==> src/rtl/rr_arbiter_enc.sv <==
// Four-requester round-robin arbiter with a registered 2-bit grant index.
// An owner keeps the grant while it requests, up to MAX_HOLD cycles; priority then rotates past it.
module rr_arbiter_enc #(
  parameter int MAX_HOLD = 8,
  parameter int CNT_W    = 8
) (
  input  logic             clk,
  input  logic             rst_n,
  input  logic [3:0]       req,
  output logic [1:0]       grant_idx,
  output logic             grant_valid,
  output logic [CNT_W-1:0] hold_cnt
);

  typedef enum logic {IDLE, GRANT} state_t;

  state_t           state, state_n;
  logic [1:0]       ptr, ptr_n;
  logic [1:0]       idx_n;
  logic             valid_n;
  logic [CNT_W-1:0] cnt_n;

  logic [2:0]       pick_cur;
  logic [2:0]       pick_rot;
  logic [1:0]       ptr_rot;
  logic             release_g;

  // Returns {found, index} of the first set bit scanning from p upward, modulo 4.
  function automatic logic [2:0] rr_pick(input logic [3:0] r, input logic [1:0] p);
    logic [1:0] j;
    logic [2:0] res;
    res = 3'b000;
    for (int off = 3; off >= 0; off--) begin
      j = p + 2'(off);
      if (r[j]) res = {1'b1, j};
    end
    return res;
  endfunction

  assign ptr_rot   = grant_idx + 2'd1;
  assign pick_cur  = rr_pick(req, ptr);
  assign pick_rot  = rr_pick(req, ptr_rot);
  assign release_g = !req[grant_idx] || (hold_cnt == CNT_W'(MAX_HOLD));

  always_comb begin
    // NOTE: every output of this block gets a default first, so no path can infer a latch.
    state_n = state;
    ptr_n   = ptr;
    idx_n   = grant_idx;
    valid_n = grant_valid;
    cnt_n   = hold_cnt;
    unique case (state)
      IDLE: begin
        if (pick_cur[2]) begin
          state_n = GRANT;
          idx_n   = pick_cur[1:0];
          valid_n = 1'b1;
          cnt_n   = CNT_W'(1);
        end else begin
          valid_n = 1'b0;
          cnt_n   = '0;
        end
      end
      GRANT: begin
        if (!release_g) begin
          cnt_n = hold_cnt + CNT_W'(1);
        end else begin
          // The old owner becomes lowest priority and the handoff happens in the same edge.
          ptr_n = ptr_rot;
          if (pick_rot[2]) begin
            idx_n = pick_rot[1:0];
            cnt_n = CNT_W'(1);
          end else begin
            state_n = IDLE;
            valid_n = 1'b0;
            cnt_n   = '0;
          end
        end
      end
      default: state_n = IDLE;
    endcase
  end

  // NOTE: sequential state uses non-blocking assignments so all registers update together.
  always_ff @(posedge clk or negedge rst_n) begin
    if (!rst_n) begin
      state       <= IDLE;
      ptr         <= 2'd0;
      grant_idx   <= 2'd0;
      grant_valid <= 1'b0;
      hold_cnt    <= '0;
    end else begin
      state       <= state_n;
      ptr         <= ptr_n;
      grant_idx   <= idx_n;
      grant_valid <= valid_n;
      hold_cnt    <= cnt_n;
    end
  end

endmodule

==> config.mk <==
export PLATFORM = sky130hd
export DESIGN_NAME = rr_arbiter_enc
export DESIGN_NICKNAME = d
export VERILOG_FILES = /design/src/rtl/rr_arbiter_enc.sv
export SDC_FILE = /design/constraint.sdc
export NUM_CORES = 1
export LEC_CHECK = 0
export BUFFER_PORTS_ARGS = -buffer_cell sky130_fd_sc_hd__buf_2
export CORE_UTILIZATION = 30
export CTS_CLUSTER_DIAMETER = 200
export DETAILED_ROUTE_END_ITERATION = 6
export MAX_ROUTING_LAYER = met4
export SLEW_MARGIN = 20
export SYNTH_ARGS = -nofsm -noshare
export SYNTH_HDL_FRONTEND = slang
export SYNTH_SLANG_ARGS = --single-unit
==> constraint.sdc <==
create_clock -name clk -period 5.62 [get_ports clk]
set_clock_uncertainty 0.1 [all_clocks]
set_input_delay 1.686 -clock clk [delete_from_list [all_inputs] [get_ports clk]]
set_output_delay 1.686 -clock clk [all_outputs]
set_load 0.02 [all_outputs]
==> flow_summary.json, run 1 <==
{
  "status": "completed",
  "cts_tree": "yes",
  "slew_headroom": 0.6808,
  "path_class": "input pin to flop",
  "root_buffer": "clkbuf_4",
  "area_delta_synth_final_pct": 13.68,
  "hold_viol_final": 0,
  "cts.sinks": 14,
  "leakage_uw": 0.0004937,
  "power.density_nw_per_um2": 430.4,
  "h-tree-depth": 1,
  "ant_nets": 0,
  "final_util": 0.3626,
  "fin_crit_ns": 2.873,
  "die_h_um": 56.38,
  "dr.pass1.iters": 4,
  "synth_edf_count": 0,
  "cp-end-kind": "flop",
  "place_worst_setup_slack_ns": 2.450,
  "viasPerCell": 5.210,
  "async_flop_share": 1.000,
  "timing.hold.ws_ns": 0.3874,
  "crit_start": "req[1]",
  "vias": 719,
  "post_cts_buffers": 0,
  "antenna_cells": 0,
  "worst_slew_pin_slew_ns": 0.4748,
  "start_util": 0.3189,
  "drt-wirelength-per-cell_um": 12.69,
  "irDropWorstVdd_mv": 0.1809,
  "final_nets": 117,
  "avgSynthCellArea_um2": 9.539,
  "slew_violations": 0,
  "dieArea_um2": 3179,
  "cap_violations": 0,
  "fillers": 297,
  "r2r_end": "grant_idx[1]$_DFFE_PN0P_",
  "max_freq_mhz": 348.1,
  "grt_pass1_wl_um": 3146,
  "antenna_found_initial": 0,
  "ys_types": 37,
  "netlist_instances": 93,
  "reg2reg_depth": 6,
  "syn-num-nets": 101,
  "post-route-period-util": 0.5112,
  "chipWidth_um": 56.38,
  "gp_congestion": 0.7603,
  "clk_latency_ns": 0.27,
  "drive_above_1_share": 0.2617,
  "drc": 0,
  "grt_max_degree": 15,
  "syn_area_um2": 887.1,
  "ff2ff_setup_slack_ns": 3.54,
  "grt_overflow": 0,
  "endpoint": "grant_idx[0]$_DFFE_PN0P_",
  "yosysSeqAreaShare": 0.3949,
  "r2r-start": "hold_cnt[0]$_DFF_PN0_",
  "tns_ns": 0,
  "placement_rows": 19,
  "grt_use_total": 0.1311,
  "core_um2": 2781,
  "cts_buffer_depth": 2,
  "grt_pass1_vias": 673,
  "hold_buffers": 0,
  "clk_pin_slew_ns": 0.08,
  "crit_required_ns": 5.68,
  "rsz0062_at_grt": "false",
  "ys_seq_elements": 14,
  "setup_slack_ns": 2.747,
  "drt_wl_total_um": 1751,
  "dp_hpwl_um": 1347,
  "crit_path_max_fanout": 8,
  "ioPinCount": 17,
  "cts_buffers": 3,
  "hp-class": "flop to flop",
  "synth_ff_type": "dfrtp_1",
  "portBuffers": 16,
  "arrival_ns": 2.93,
  "start_kind": "input pin",
  "cts_resized": 0,
  "ys.warnings.count": 0,
  "setup_viol": 0,
  "drt_iter0_drc": 29
}
[cells in the mapped netlist (2+ instances only)]
master | count | share of area
a21o_1 | 2 | 0.017
a21oi_1 | 3 | 0.017
a31oi_1 | 2 | 0.014
and3_1 | 3 | 0.021
clkbuf_1 | 4 | 0.017
dfrtp_1 | 14 | 0.39
ha_1 | 2 | 0.028
inv_1 | 6 | 0.025
mux2_1 | 3 | 0.038
nand2_1 | 5 | 0.021
nand2b_1 | 6 | 0.042
nand3_1 | 5 | 0.028
nor2_1 | 8 | 0.034
o211a_1 | 2 | 0.023
xor2_1 | 6 | 0.059
[area by class of cell]
type                    instances  area [um^2]  area share
multi-input cells              68        494.2      0.4901
clock buffers                   3        22.52     0.02233
well taps                      31        38.79     0.03846
inverters                       6        22.52     0.02233
flip-flops and latches         14        350.3      0.3474
repair buffers                 16        80.08     0.07940
[placed cells by master, fill, tap and decap left out, types with 2 or more instances in the layout]
cell / count
a31oi_1: 2
nand2b_1: 6
nor2_1: 8
nand3_1: 5
nand2_1: 5
a21o_1: 2
xor2_1: 6
o211a_1: 2
inv_1: 6
a21oi_1: 3
clkbuf_4: 3
buf_2: 16
dfrtp_1: 14
and3_1: 3
ha_1: 2
mux2_1: 3
[sequential cells by signal (all words and copies together) (netlist names)]
name,count
hold_cnt,8
grant_idx,2
ptr,2
grant_valid,1
state,1
[layer usage]
layer | up-vias | global-route usage | wire (um)
met5 | - | - | 0
li1 | 358 | - | -
met3 | 2 | 0.04147 | 62
met1 | 345 | 0.1626 | 780
met2 | 14 | 0.2092 | 894
met4 | 0 | 0.03136 | 14
[cells by family after synthesis]
group | count (synthesis) | synth area share
simple gates | 34 | 0.2229
compound gates | 21 | 0.1862
flops | 14 | 0.3949
buf+inv | 11 | 0.04794
xor+xnor | 7 | 0.06911
mux | 4 | 0.05077
fa+ha+maj | 2 | 0.02820
[power breakdown]
group          internal (uW)  leakage [uW]  switching (uW)  total, uW
clock network           24.8     0.0000138            28.5       53.2
logic                   97.4      0.000305             105        203
registers                128      0.000175            50.2        178
total                    250      0.000494             184        434
[critical path, stage by stage]
cell,delay [ns]
buf_2,0.15
nor4_2,0.49
nor2_1,0.13
a311o_1,0.34
o211a_1,0.13
[worst min-delay path by stage]
stage / cells after the start / end / slack (ns) / start
after floorplan: 1 / ptr[1]$_DFFE_PN0P_ / 0.45 / ptr[1]$_DFFE_PN0P_
after global placement: 1 / grant_valid$_DFFE_PN0P_ / 0.37 / grant_valid$_DFFE_PN0P_
after detailed placement: 1 / grant_valid$_DFFE_PN0P_ / 0.36 / grant_valid$_DFFE_PN0P_
after CTS: 1 / grant_valid$_DFFE_PN0P_ / 0.39 / grant_valid$_DFFE_PN0P_
after global routing: 1 / grant_valid$_DFFE_PN0P_ / 0.43 / grant_valid$_DFFE_PN0P_
final: 1 / grant_valid$_DFFE_PN0P_ / 0.39 / grant_valid$_DFFE_PN0P_
[metrics by stage]
step                      instances  cell area [um^2]  power [uW]
after floorplan                  93             887.1       332.1
after global placement          135             985.9       381.0
after detailed placement        135             985.9       385.7
after CTS                       138              1008       440.4
after global routing            138              1008       477.0
final                           138              1008       434.1
Power figures use the tool's default switching activity.
==> inputs of run 2 (changes only) <==
Clock period 5.62 ns to 2.4 ns, I/O delays scaled along.
==> flow_summary.json, run 2 (synthesis results as in run 1) <==
{
  "status": "completed",
  "drt_wl_total_um": 1734,
  "slew_headroom": 0.7512,
  "p_seq_frac": 0.412,
  "cp_num_buf_inv": 1,
  "post_cts_buffers": 0,
  "grt_pass1_vias": 682,
  "power.density_nw_per_um2": 997.4,
  "grt_pass1_wl_um": 3077,
  "gp_congestion": 0.7189,
  "mostFrequentLayoutCells": "16 x buf_2, 14 x dfrtp_1, 8 x nor2_1",
  "root_buffer": "clkbuf_4",
  "dieArea_um2": 3179,
  "p_total_uw": 1013,
  "cts_buffer_depth": 2,
  "fin_crit_ns": 2.068,
  "max_freq_mhz": 483.5,
  "portBuffers": 16,
  "use_met1": 0.1538,
  "clk_pin_slew_ns": 0.07,
  "ioPinCount": 17,
  "cts.sinks": 14,
  "start_kind": "flop",
  "rsz0062_at_grt": "false",
  "largest-register": "hold_cnt",
  "grt-busiest-layer": "met2",
  "dp_hpwl_um": 1344,
  "drt_iter0_drc": 7,
  "internal_power_uw": 585.8,
  "crit_chain": "inv_1 > ha_1 > or4b_4 > o22a_2 > a21oi_2 > mux2_1",
  "setup_viol": 0,
  "cts_tree": "yes",
  "largestRegisters": "hold_cnt (8), grant_idx (2), ptr (2)",
  "largest_reg_flops": 8,
  "antenna_found_initial": 0,
  "arrival_ns": 2.12,
  "crit_family": "simple AND/OR/NAND/NOR gates",
  "core_um2": 2781,
  "die_h_um": 56.38,
  "grt_overflow": 0,
  "clk_latency_ns": 0.27,
  "antenna_cells": 0,
  "cts_buffers": 3,
  "cap_violations": 0,
  "hold_viol_final": 0,
  "start_util": 0.3189,
  "viasPerCell": 5.187,
  "drt-wirelength-per-cell_um": 12.47,
  "post-route-period-util": 0.8618,
  "gr-usage-met2": 0.2041,
  "p_comb_frac": 0.468,
  "swShare": 0.4219,
  "chipWidth_um": 56.38,
  "layout_commonest_cell": "buf_2",
  "path_class": "flop to flop",
  "worst_slew_pin_slew_ns": 0.3715,
  "ant_nets": 0,
  "grt_max_degree": 15,
  "area_delta_synth_final_pct": 14.53,
  "leakage_uw": 0.0004990,
  "dr.pass1.iters": 4,
  "drc": 0,
  "use_met3": 0.04378,
  "cpPeakStageDelay_ns": 0.46,
  "cp-end-kind": "flop",
  "tns_ns": 0,
  "critical_path.slowest_cell": "or4b_4",
  "grt_use_total": 0.1271,
  "crit_path_max_fanout": 7,
  "drive_above_1_share": 0.2685,
  "placement_rows": 19,
  "vias": 721,
  "irDropWorstVdd_mv": 0.4321,
  "p_switching_uw": 427.5,
  "hp-class": "input pin to async pin",
  "crit_required_ns": 2.45,
  "cts_resized": 0,
  "h-tree-depth": 1,
  "hold_buffers": 0,
  "final_nets": 118,
  "slew_violations": 0,
  "clockPowerShare": 0.120
}
-- run 2: path summary, 6_finish.rpt --
path | startpoint | endpoint | cells after the start | slack (ns)
worst max-delay path | hold_cnt[0]$_DFF_PN0_ | grant_idx[1]$_DFFE_PN0P_ | 6 | 0.33
worst min-delay path | rst_n | hold_cnt[4]$_DFF_PN0_ | 1 | 0.23
worst max register to register | hold_cnt[0]$_DFF_PN0_ | grant_idx[1]$_DFFE_PN0P_ | 6 | 0.33
worst min register to register | grant_valid$_DFFE_PN0P_ | grant_valid$_DFFE_PN0P_ | 1 | 0.39
max in group asynchronous | rst_n | hold_cnt[6]$_DFF_PN0_ | 1 | 1.74
min in group clk | grant_valid$_DFFE_PN0P_ | grant_valid$_DFFE_PN0P_ | 1 | 0.39
-- run 2: area by class of cell --
| cell class | count | area [um^2] |
|---|---|---|
| fillers | 294 | 1765 |
| repair buffers | 17 | 87.58 |
| inverters | 6 | 22.52 |
| clock buffers | 3 | 22.52 |
| multi-input cells | 68 | 494.2 |
| flip-flops and latches | 14 | 350.3 |
| well taps | 31 | 38.79 |
-- run 2: stage by stage --
step,instance area (um^2),hold slack (ns),utilization,instances,setup WS (ns)
after floorplan,887.1,0.3244,-,93,0.3290
after global placement,993.5,0.3672,0.3572,136,0.3454
after detailed placement,993.5,0.3724,0.3572,136,0.3141
after CTS,1016,0.2331,0.3653,139,0.3230
after global routing,1016,0.2362,0.3653,139,0.2405
final,1016,0.2254,0.3653,139,0.3317
-- run 2: power by group through the flow --
stage / sequential (uW) / clock, uW / combinational, uW
after floorplan: 419 / 0 / 359
after global placement: 419 / 0 / 472
after detailed placement: 424 / 0 / 479
after CTS: 419 / 129 / 481
after global routing: 441 / 142 / 527
final: 418 / 121 / 474
-- run 2: layer usage --
layer	up-vias	part of all wire	wire length (um)
met5	-	0	0
met2	8	0.49	853
met3	2	0.028	49
met4	0	0.012	20
met1	349	0.47	810
li1	362	-	-
-- run 2: worst register-to-register path, cell delays in order (launching register included) --
cell and delay (ns):
dfrtp_1 0.45, inv_1 0.09, ha_1 0.13, or4b_4 0.46
o22a_2 0.28, a21oi_2 0.12, mux2_1 0.32
==> inputs of run 3 (changes only) <==
Settings changed: CORE_MARGIN set to 5, REMOVE_ABC_BUFFERS set to 1.
==> flow_summary.json, run 3 (synthesis results as in run 1) <==
{
  "hp-class": "input pin to async pin",
  "area_delta_synth_final_pct": 15.37,
  "fin_area_um2": 1023,
  "crit_required_ns": 2.45,
  "cts_tree": "yes",
  "fillers": 309,
  "fin_crit_ns": 2.060,
  "final_nets": 119,
  "arrival_ns": 2.11,
  "die_h_um": 64.38,
  "grt_max_degree": 15,
  "max_freq_mhz": 485.4,
  "drt_wl_total_um": 1810,
  "place_worst_setup_slack_ns": 0.3006,
  "mostFrequentLayoutCells": "16 x buf_2, 14 x dfrtp_1, 8 x nor2_1",
  "dr.pass1.iters": 4,
  "drive_above_1_share": 0.2752,
  "ioPinCount": 17,
  "cap_violations": 0,
  "tns_ns": 0,
  "placed_area_um2": 1001,
  "antenna_found_initial": 0,
  "drc": 0,
  "cts_buffers": 3,
  "worst_slew_pin_slew_ns": 0.3733,
  "status": "completed",
  "crit_chain": "inv_1 > ha_1 > or4b_4 > o22a_2 > a21oi_2 > mux2_1",
  "grt_use_total": 0.1003,
  "start_kind": "flop",
  "cts_buffer_depth": 2,
  "viasPerCell": 5.157,
  "grt_pass1_vias": 716,
  "cpPeakStageDelay_ns": 0.47,
  "fin_cells": 140,
  "h-tree-depth": 1,
  "gp_congestion": 0.8380,
  "largestRegisters": "hold_cnt (8), grant_idx (2), ptr (2)",
  "crit_path_max_fanout": 6,
  "dp_hpwl_um": 1381,
  "clk_pin_slew_ns": 0.07,
  "chipWidth_um": 64.38,
  "leakage_uw": 0.0005037,
  "drt-wirelength-per-cell_um": 12.93,
  "dp_cells": 137,
  "grt_pass1_wl_um": 3187,
  "irDropWorstVdd_mv": 0.4353,
  "clk_latency_ns": 0.27,
  "layout_commonest_cell": "buf_2",
  "slew_violations": 0,
  "cp-end-kind": "flop",
  "cts.sinks": 14,
  "slew_headroom": 0.7500,
  "portBuffers": 16,
  "post_cts_buffers": 0,
  "core_um2": 2805,
  "crit_family": "simple AND/OR/NAND/NOR gates",
  "largest-register": "hold_cnt",
  "start_util": 0.3162,
  "hold_viol_final": 0,
  "critical_path.slowest_cell": "or4b_4",
  "antenna_cells": 0,
  "power.density_nw_per_um2": 1009,
  "cp_num_buf_inv": 1,
  "dieArea_um2": 4145,
  "rsz0062_at_grt": "false",
  "setup_slack_ns": 0.3399,
  "drt_iter0_drc": 8,
  "largest_reg_flops": 8,
  "hold_buffers": 0,
  "grt_overflow": 0,
  "placement_rows": 19,
  "post-route-period-util": 0.8584,
  "root_buffer": "clkbuf_4",
  "setup_viol": 0,
  "path_class": "flop to flop",
  "cts_resized": 0,
  "ant_nets": 0,
  "vias": 722
}
==> run 3: cell type report <==
| class | instances | area [um^2] | area share |
|---|---|---|---|
| well taps | 31 | 38.79 | 0.03790 |
| multi-input cells | 68 | 494.2 | 0.4829 |
| flip-flops and latches | 14 | 350.3 | 0.3423 |
| clock buffers | 3 | 22.52 | 0.02200 |
| repair buffers | 18 | 95.09 | 0.09291 |
| inverters | 6 | 22.52 | 0.02200 |
==> run 3: path summary, 6_finish.rpt <==
kind,slack [ns],from,end,cells after the start
min in group clk,0.38,grant_valid$_DFFE_PN0P_,grant_valid$_DFFE_PN0P_,1
min,0.23,rst_n,hold_cnt[3]$_DFF_PN0_,1
max,0.34,hold_cnt[1]$_DFF_PN0_,grant_idx[1]$_DFFE_PN0P_,6
min reg2reg,0.38,grant_valid$_DFFE_PN0P_,grant_valid$_DFFE_PN0P_,1
max in group asynchronous,1.73,rst_n,state$_DFF_PN0_,1
max reg2reg,0.34,hold_cnt[1]$_DFF_PN0_,grant_idx[1]$_DFFE_PN0P_,6
==> run 3: stage by stage <==
stage / hold slack [ns] / utilization / total power (uW)
after global placement: 0.3620 / 0.3568 / 907.3
after global routing: 0.2358 / 0.3649 / 1129
final: 0.2318 / 0.3649 / 1032
after detailed placement: 0.3688 / 0.3568 / 918.6
after CTS: 0.2323 / 0.3649 / 1047
after floorplan: 0.3244 / - / 760.0
==> run 3: metal layers <==
layer / routed length (um) / vias up / GRT usage
li1: - / 364 / -
met1: 843 / 350 / 0.1174
met2: 894 / 6 / 0.1624
met3: 63 / 2 / 0.03853
met4: 9 / 0 / 0.02375
met5: 0 / - / -
==> run 3: power by group <==
| group | internal [uW] | switching [uW] | leakage, uW |
|---|---|---|---|
| logic | 240 | 262 | 0.000315 |
| registers | 300 | 108 | 0.000175 |
| clock network | 58.0 | 65.6 | 0.0000138 |
| total | 597 | 435 | 0.000504 |
